$ cat src/rtl/floating_point_mul.sv
// IEEE-754 binary multiplier (default binary32), round-to-nearest-even, one register stage.
// Define FPM_SUBNORMAL_EN for gradual underflow; otherwise subnormals flush to zero.
module floating_point_mul #(
    parameter int EXPONENT_WIDTH = 8,
    parameter int MANTISSA_WIDTH = 23,
    localparam int FLOAT_BIT_WIDTH = EXPONENT_WIDTH + MANTISSA_WIDTH + 1
) (
    input  logic                       clk,
    input  logic                       rst,
    input  logic                       in_valid,
    input  logic [FLOAT_BIT_WIDTH-1:0] a,
    input  logic [FLOAT_BIT_WIDTH-1:0] b,
    output logic                       out_valid,
    output logic [FLOAT_BIT_WIDTH-1:0] out,
    output logic                       underflow_flag,
    output logic                       overflow_flag,
    output logic                       invalid_operation_flag
);
    localparam int EW  = EXPONENT_WIDTH;
    localparam int MW  = MANTISSA_WIDTH;
    localparam int FW  = FLOAT_BIT_WIDTH;
    localparam int PW  = 2 * (MW + 1);
    localparam int LZW = $clog2(PW + 1);
    localparam int EI  = EW + LZW + 3;

    localparam logic signed [EI-1:0] BIAS_S = EI'(2 ** (EW - 1) - 1);
    localparam logic signed [EI-1:0] EMAX_S = EI'(2 ** EW - 1);
    localparam logic signed [EI-1:0] ONE_S  = EI'(1);
    localparam logic [LZW-1:0]       LZ_ONE = LZW'(1);
    localparam logic [FW-1:0]        DEFAULT_NAN = {1'b0, {EW{1'b1}}, 1'b1, {(MW-1){1'b0}}};

    logic          sign_a, sign_b, sign_r;
    logic [EW-1:0] exp_a, exp_b, ea_eff, eb_eff;
    logic [MW-1:0] frac_a, frac_b;

    assign {sign_a, exp_a, frac_a} = a;
    assign {sign_b, exp_b, frac_b} = b;
    assign sign_r = sign_a ^ sign_b;

    logic a_nan, b_nan, a_snan, b_snan, a_inf, b_inf, a_zero, b_zero, zero_uf;

    assign a_nan  = (&exp_a) & (|frac_a);
    assign b_nan  = (&exp_b) & (|frac_b);
    assign a_snan = a_nan & ~frac_a[MW-1];
    assign b_snan = b_nan & ~frac_b[MW-1];
    assign a_inf  = (&exp_a) & ~(|frac_a);
    assign b_inf  = (&exp_b) & ~(|frac_b);
`ifdef FPM_SUBNORMAL_EN
    assign a_zero = ~(|exp_a) & ~(|frac_a);
    assign b_zero = ~(|exp_b) & ~(|frac_b);
`else
    assign a_zero = ~(|exp_a);
    assign b_zero = ~(|exp_b);
`endif
    // A zero result from two nonzero encodings means a subnormal was flushed.
    assign zero_uf = (|{exp_a, frac_a}) & (|{exp_b, frac_b});

    // Subnormals carry a hidden 0 and an effective exponent of 1.
    logic [MW:0]   sig_a, sig_b;
    logic [PW-1:0] prod, norm;
    assign sig_a  = {|exp_a, frac_a};
    assign sig_b  = {|exp_b, frac_b};
    assign ea_eff = (|exp_a) ? exp_a : EW'(1);
    assign eb_eff = (|exp_b) ? exp_b : EW'(1);
    assign prod   = {{(MW+1){1'b0}}, sig_a} * {{(MW+1){1'b0}}, sig_b};

    logic [LZW-1:0] lz;
    logic           found;
    always_comb begin
        lz    = '0;
        found = 1'b0;
        for (int i = PW - 1; i >= 0; i--) begin
            if (!found) begin
                if (prod[i]) found = 1'b1;
                else         lz    = lz + LZ_ONE;
            end
        end
    end

    // Leading one lands on the top bit; the exponent absorbs the shift.
    logic signed [EI-1:0] exp_pre;
    assign norm    = prod << lz;
    assign exp_pre = $signed({{(EI-EW){1'b0}}, ea_eff}) + $signed({{(EI-EW){1'b0}}, eb_eff})
                   - BIAS_S + ONE_S - $signed({{(EI-LZW){1'b0}}, lz});

    logic [PW-1:0]        src;
    logic signed [EI-1:0] rnd_exp;
    logic                 extra_sticky;

`ifdef FPM_SUBNORMAL_EN
    logic                 tiny, lost;
    logic signed [EI-1:0] shamt_w;
    logic [LZW-1:0]       sh;
    logic [PW-1:0]        shifted;
    always_comb begin
        tiny    = exp_pre < ONE_S;
        shamt_w = ONE_S - exp_pre;
        sh      = (shamt_w >= EI'(PW)) ? LZW'(PW) : shamt_w[LZW-1:0];
        shifted = norm >> sh;
        lost    = |(norm & ~({PW{1'b1}} << sh));
        // Tiny results denormalize at effective exponent 1.
        src          = tiny ? shifted : norm;
        rnd_exp      = tiny ? ONE_S : exp_pre;
        extra_sticky = tiny & lost;
    end
`else
    always_comb begin
        src          = norm;
        rnd_exp      = exp_pre;
        extra_sticky = 1'b0;
    end
`endif

    logic [MW+1:0]        rounded;
    logic                 guard, sticky, round_up, inexact;
    logic signed [EI-1:0] fin_exp;
    always_comb begin
        guard    = src[MW];
        sticky   = (|src[MW-1:0]) | extra_sticky;
        round_up = guard & (sticky | src[MW+1]);
        inexact  = guard | sticky;
        rounded  = {1'b0, src[PW-1 -: MW+1]} + {{(MW+1){1'b0}}, round_up};
        // Integer part of the rounded significand is 0, 1 or 2 (carry).
        fin_exp  = rnd_exp + $signed({{(EI-2){1'b0}}, rounded[MW+1:MW]}) - ONE_S;
    end

    logic [FW-1:0] res;
    logic          res_uf, res_of, res_inv;
    always_comb begin
        res     = '0;
        res_uf  = 1'b0;
        res_of  = 1'b0;
        res_inv = 1'b0;
        if (a_snan) begin
            res     = {sign_a, {EW{1'b1}}, 1'b1, {(MW-1){1'b0}}};
            res_inv = 1'b1;
        end else if (b_snan) begin
            res     = {sign_b, {EW{1'b1}}, 1'b1, {(MW-1){1'b0}}};
            res_inv = 1'b1;
        end else if (a_nan) begin
            res = a;
        end else if (b_nan) begin
            res = b;
        end else if ((a_inf & b_zero) | (b_inf & a_zero)) begin
            res     = DEFAULT_NAN;
            res_inv = 1'b1;
        end else if (a_inf | b_inf) begin
            res = {sign_r, {EW{1'b1}}, {MW{1'b0}}};
        end else if (a_zero | b_zero) begin
            res    = {sign_r, {(FW-1){1'b0}}};
            res_uf = zero_uf;
        end else if (fin_exp >= EMAX_S) begin
            res    = {sign_r, {EW{1'b1}}, {MW{1'b0}}};
            res_of = 1'b1;
`ifdef FPM_SUBNORMAL_EN
        end else begin
            res    = {sign_r, fin_exp[EW-1:0], rounded[MW-1:0]};
            res_uf = tiny & inexact;
        end
`else
        end else if (fin_exp < ONE_S) begin
            res    = {sign_r, {(FW-1){1'b0}}};
            res_uf = 1'b1;
        end else begin
            res = {sign_r, fin_exp[EW-1:0], rounded[MW-1:0]};
        end
`endif
    end

    // Valid-only handshake: every in_valid cycle is accepted (no ready); out_valid
    // follows one cycle later, and out/flags hold their value while in_valid is low.
    always_ff @(posedge clk) begin
        if (rst) begin
            out_valid              <= 1'b0;
            out                    <= '0;
            underflow_flag         <= 1'b0;
            overflow_flag          <= 1'b0;
            invalid_operation_flag <= 1'b0;
        end else begin
            out_valid <= in_valid;
            if (in_valid) begin
                out                    <= res;
                underflow_flag         <= res_uf;
                overflow_flag          <= res_of;
                invalid_operation_flag <= res_inv;
            end
        end
    end
endmodule

$ cat config.mk
export PLATFORM = sky130hd
export DESIGN_NAME = floating_point_mul
export DESIGN_NICKNAME = d
export VERILOG_FILES = /design/src/rtl/floating_point_mul.sv
export SDC_FILE = /design/constraint.sdc
export NUM_CORES = 2
export LEC_CHECK = 0
export BUFFER_PORTS_ARGS = -buffer_cell sky130_fd_sc_hd__buf_2
export CAP_MARGIN = 0
export CORE_MARGIN = 4
export CORE_UTILIZATION = 30
export CTS_BUF_LIST = sky130_fd_sc_hd__clkbuf_4
export DETAILED_ROUTE_END_ITERATION = 16
export GPL_TIMING_DRIVEN = 0
export MAX_ROUTING_LAYER = met4
export SYNTH_ARGS = -nofsm -noshare
export SYNTH_HDL_FRONTEND = slang
export SYNTH_SLANG_ARGS = --single-unit
$ cat constraint.sdc
create_clock -name clk -period 38.6 [get_ports clk]
set_clock_uncertainty 0.15 [all_clocks]
set_input_delay 5.79 -clock clk [delete_from_list [all_inputs] [get_ports clk]]
set_output_delay 5.79 -clock clk [all_outputs]
set_load 0.02 [all_outputs]
==> run metrics <==
Layout area overhead=16.5%; I/O Buffers=75; DP HPWL=105000 um; fin cells=5981; most common cell after layout, fill and taps aside=nand2_1; I/O pins=103; async set-reset flop share out of synthesis=0; Row Count=121; Routability Congestion=1.00; xor-xnor portion of the synthesized cell area=0.0674; status=finished, final reports clean; register area share after synthesis=0.0218; Final Cell Area=38500 um2; final setup violation count=0; starting density of the core=0.303; Via Count=32200; fin. max-slew vios=0; simple-gate share of the synthesized area=0.237; CTS tree=built; antenna violations before repair=6; minimum clock period=37.30 ns; Routed wire per std cell=21.4 um; Top cell by count, worst path=ha_1; number of global-route vias before repair=31300; die area=116000 um2; crit path DAT=37.41 ns; Clock Path Buffers=2; Final Hold Fails=0; H-tree depth=2; main combinational cell family by area after synthesis=adder cells; post-synthesis compound-gate area fraction=0.154; most frequent cells in the layout=nand2_1 (646), inv_1 (588), fa_1 (472); Slew @ Worst Pin=1.43 ns; hold_buf cts=0; synth warn=0; largest area contributor in the netlist=fa_1; DRT iter0 DRCs=2963; Sink Count=36; clk_lat worst skew=0.35 ns; max_cap viols=0; worst hold path type=register to register; pin count of the biggest net entering global routing=12; nets@finish=5296; post-synthesis cell type count=126; Critical Path Start Type=input port; slowest CP cell=fa_1; Syn Nets=5109; CTS clock-pin slew for the worst setup and hold paths=0.12 ns; Cell Area, Synth=33100 um2; first-pass GRT wire length=192000 um; DP Cell Count=5859; Post-Synth Adder-Cell Area=0.389; DRC viols=0; Syn Area/Cell=7.67 um2; Worst EP required=38.71 ns; post-route ant nets=0; final WL=128000 um; Synth area leaders=fa_1 (29%), ha_1 (9.4%), nand2_1 (7.5%); GR Util All Layers=0.217; Crit Path Max Fanout=10; synthesis-stage register bit count=36; core area=109000 um2; Slew HR=0.0457; Final period util=0.966; CP endpoint kind=register; Final Util=0.353; Fin Setup TNS=0 ns; CTS Buf Count=5; FMAX=0.0268 GHz; clock tree root buffer cell=clkbuf_4; Slowest Stage Delay on Critical Path=0.54 ns; die width=340 um; placed inst area=35300 um2; Synth Flop Type=dfxtp_1; layout cells sized above 1=0.154; multiplexer area fraction after synthesis=0.0307; First-pass DRT Iterations=8; chip height=340 um; area share of the largest cell type after synthesis=0.294; Avg Vias per Cell=5.38; grt ovf=0; Mapped Cells=4308; number of synthesized flops with an enable pin=0; Worst Setup Path Type=input port to register
cell usage after synthesis (all sizes together), types with 16 or more instances:
cell / instances
ha: 249
or2: 23
clkbuf: 225
o21a: 25
buf: 40
fa: 485
nand2: 657
nor2: 266
nand4: 35
and3: 31
mux2: 17
o21ai: 169
a22oi: 16
a31oi: 31
a211oi: 26
or3: 31
nor2b: 33
nand2b: 19
o22ai: 18
nor3: 82
nand3: 82
nor4: 39
dfxtp: 36
a21oi: 225
xor2: 77
o211ai: 36
and2: 248
a21o: 40
inv: 594
mux2i: 81
xnor2: 116
critical path: cells and delay by family:
family,cells,cell delay [ns]
fa+ha+maj,34,11.29
compound gates,65,10.83
simple gates,49,5.84
buf+inv,17,2.35
mux,6,1.25
logic make-up (layout without fill, tap and decap cells):
group                      after synthesis  in the layout
AOI/OAI and AO/OA                      759            759
xor gates and xnor gates               208            208
adders and majority gates              738            738
DFF                                     36             36
muxes                                   98             98
and+or+nand+nor                       1610           1610
buffers and inverters                  859           1047
other                                    0              9
flip-flops by register name, summed over array words and instances, names as in the netlist:
register	flops
underflow_flag	1
overflow_flag	1
out	32
invalid_operation_flag	1
out_valid	1
area by class of cell:
class	count	area, um2
Buffer	253	2010
Fill cell	11600	70700
Clock inverter	2	11.3
Multi-Input combinational cell	3413	30300
Clock buffer	6	45.0
Tap cell	1476	1850
Sequential cell	36	721
Timing Repair Buffer	192	1350
Inverter	594	2230
Antenna cell	9	22.5
metal layers:
layer  GRT usage  wire [um]  part of all wire
met5           -          0                 0
met2       0.340      57700              0.45
met3      0.0310      10300             0.081
met1       0.293      54900              0.43
met4      0.0628       4830             0.038
final timing paths:
path	start	to	slack, ns	depth (start not counted)
worst max-delay path	b[16]	out[6]	1.30	171
worst min-delay path	out[13]	out[13]	0.32	2
worst max register to register	out[22]	out[22]	37.36	3
worst min register to register	out[13]	out[13]	0.32	2
timing repair:
item / CTS / global route
setup buffers: 47 / 68
cloned: 0 / 2
endpoints found under the setup margin: 33 / 33
resized for setup: 443 / 254
pin swaps: 37 / 129
per-stage QoR:
stage	hold slack (ns)	setup slack [ns]
after floorplan	0.373	0.686
after global placement	0.288	-6.36
after detailed placement	0.298	-6.52
after CTS	0.315	0.0295
after global routing	0.329	-0.289
final	0.318	1.30
Power is not shown: default switching activity piles up to over one toggle a cycle in this logic, so the estimate is an artifact.
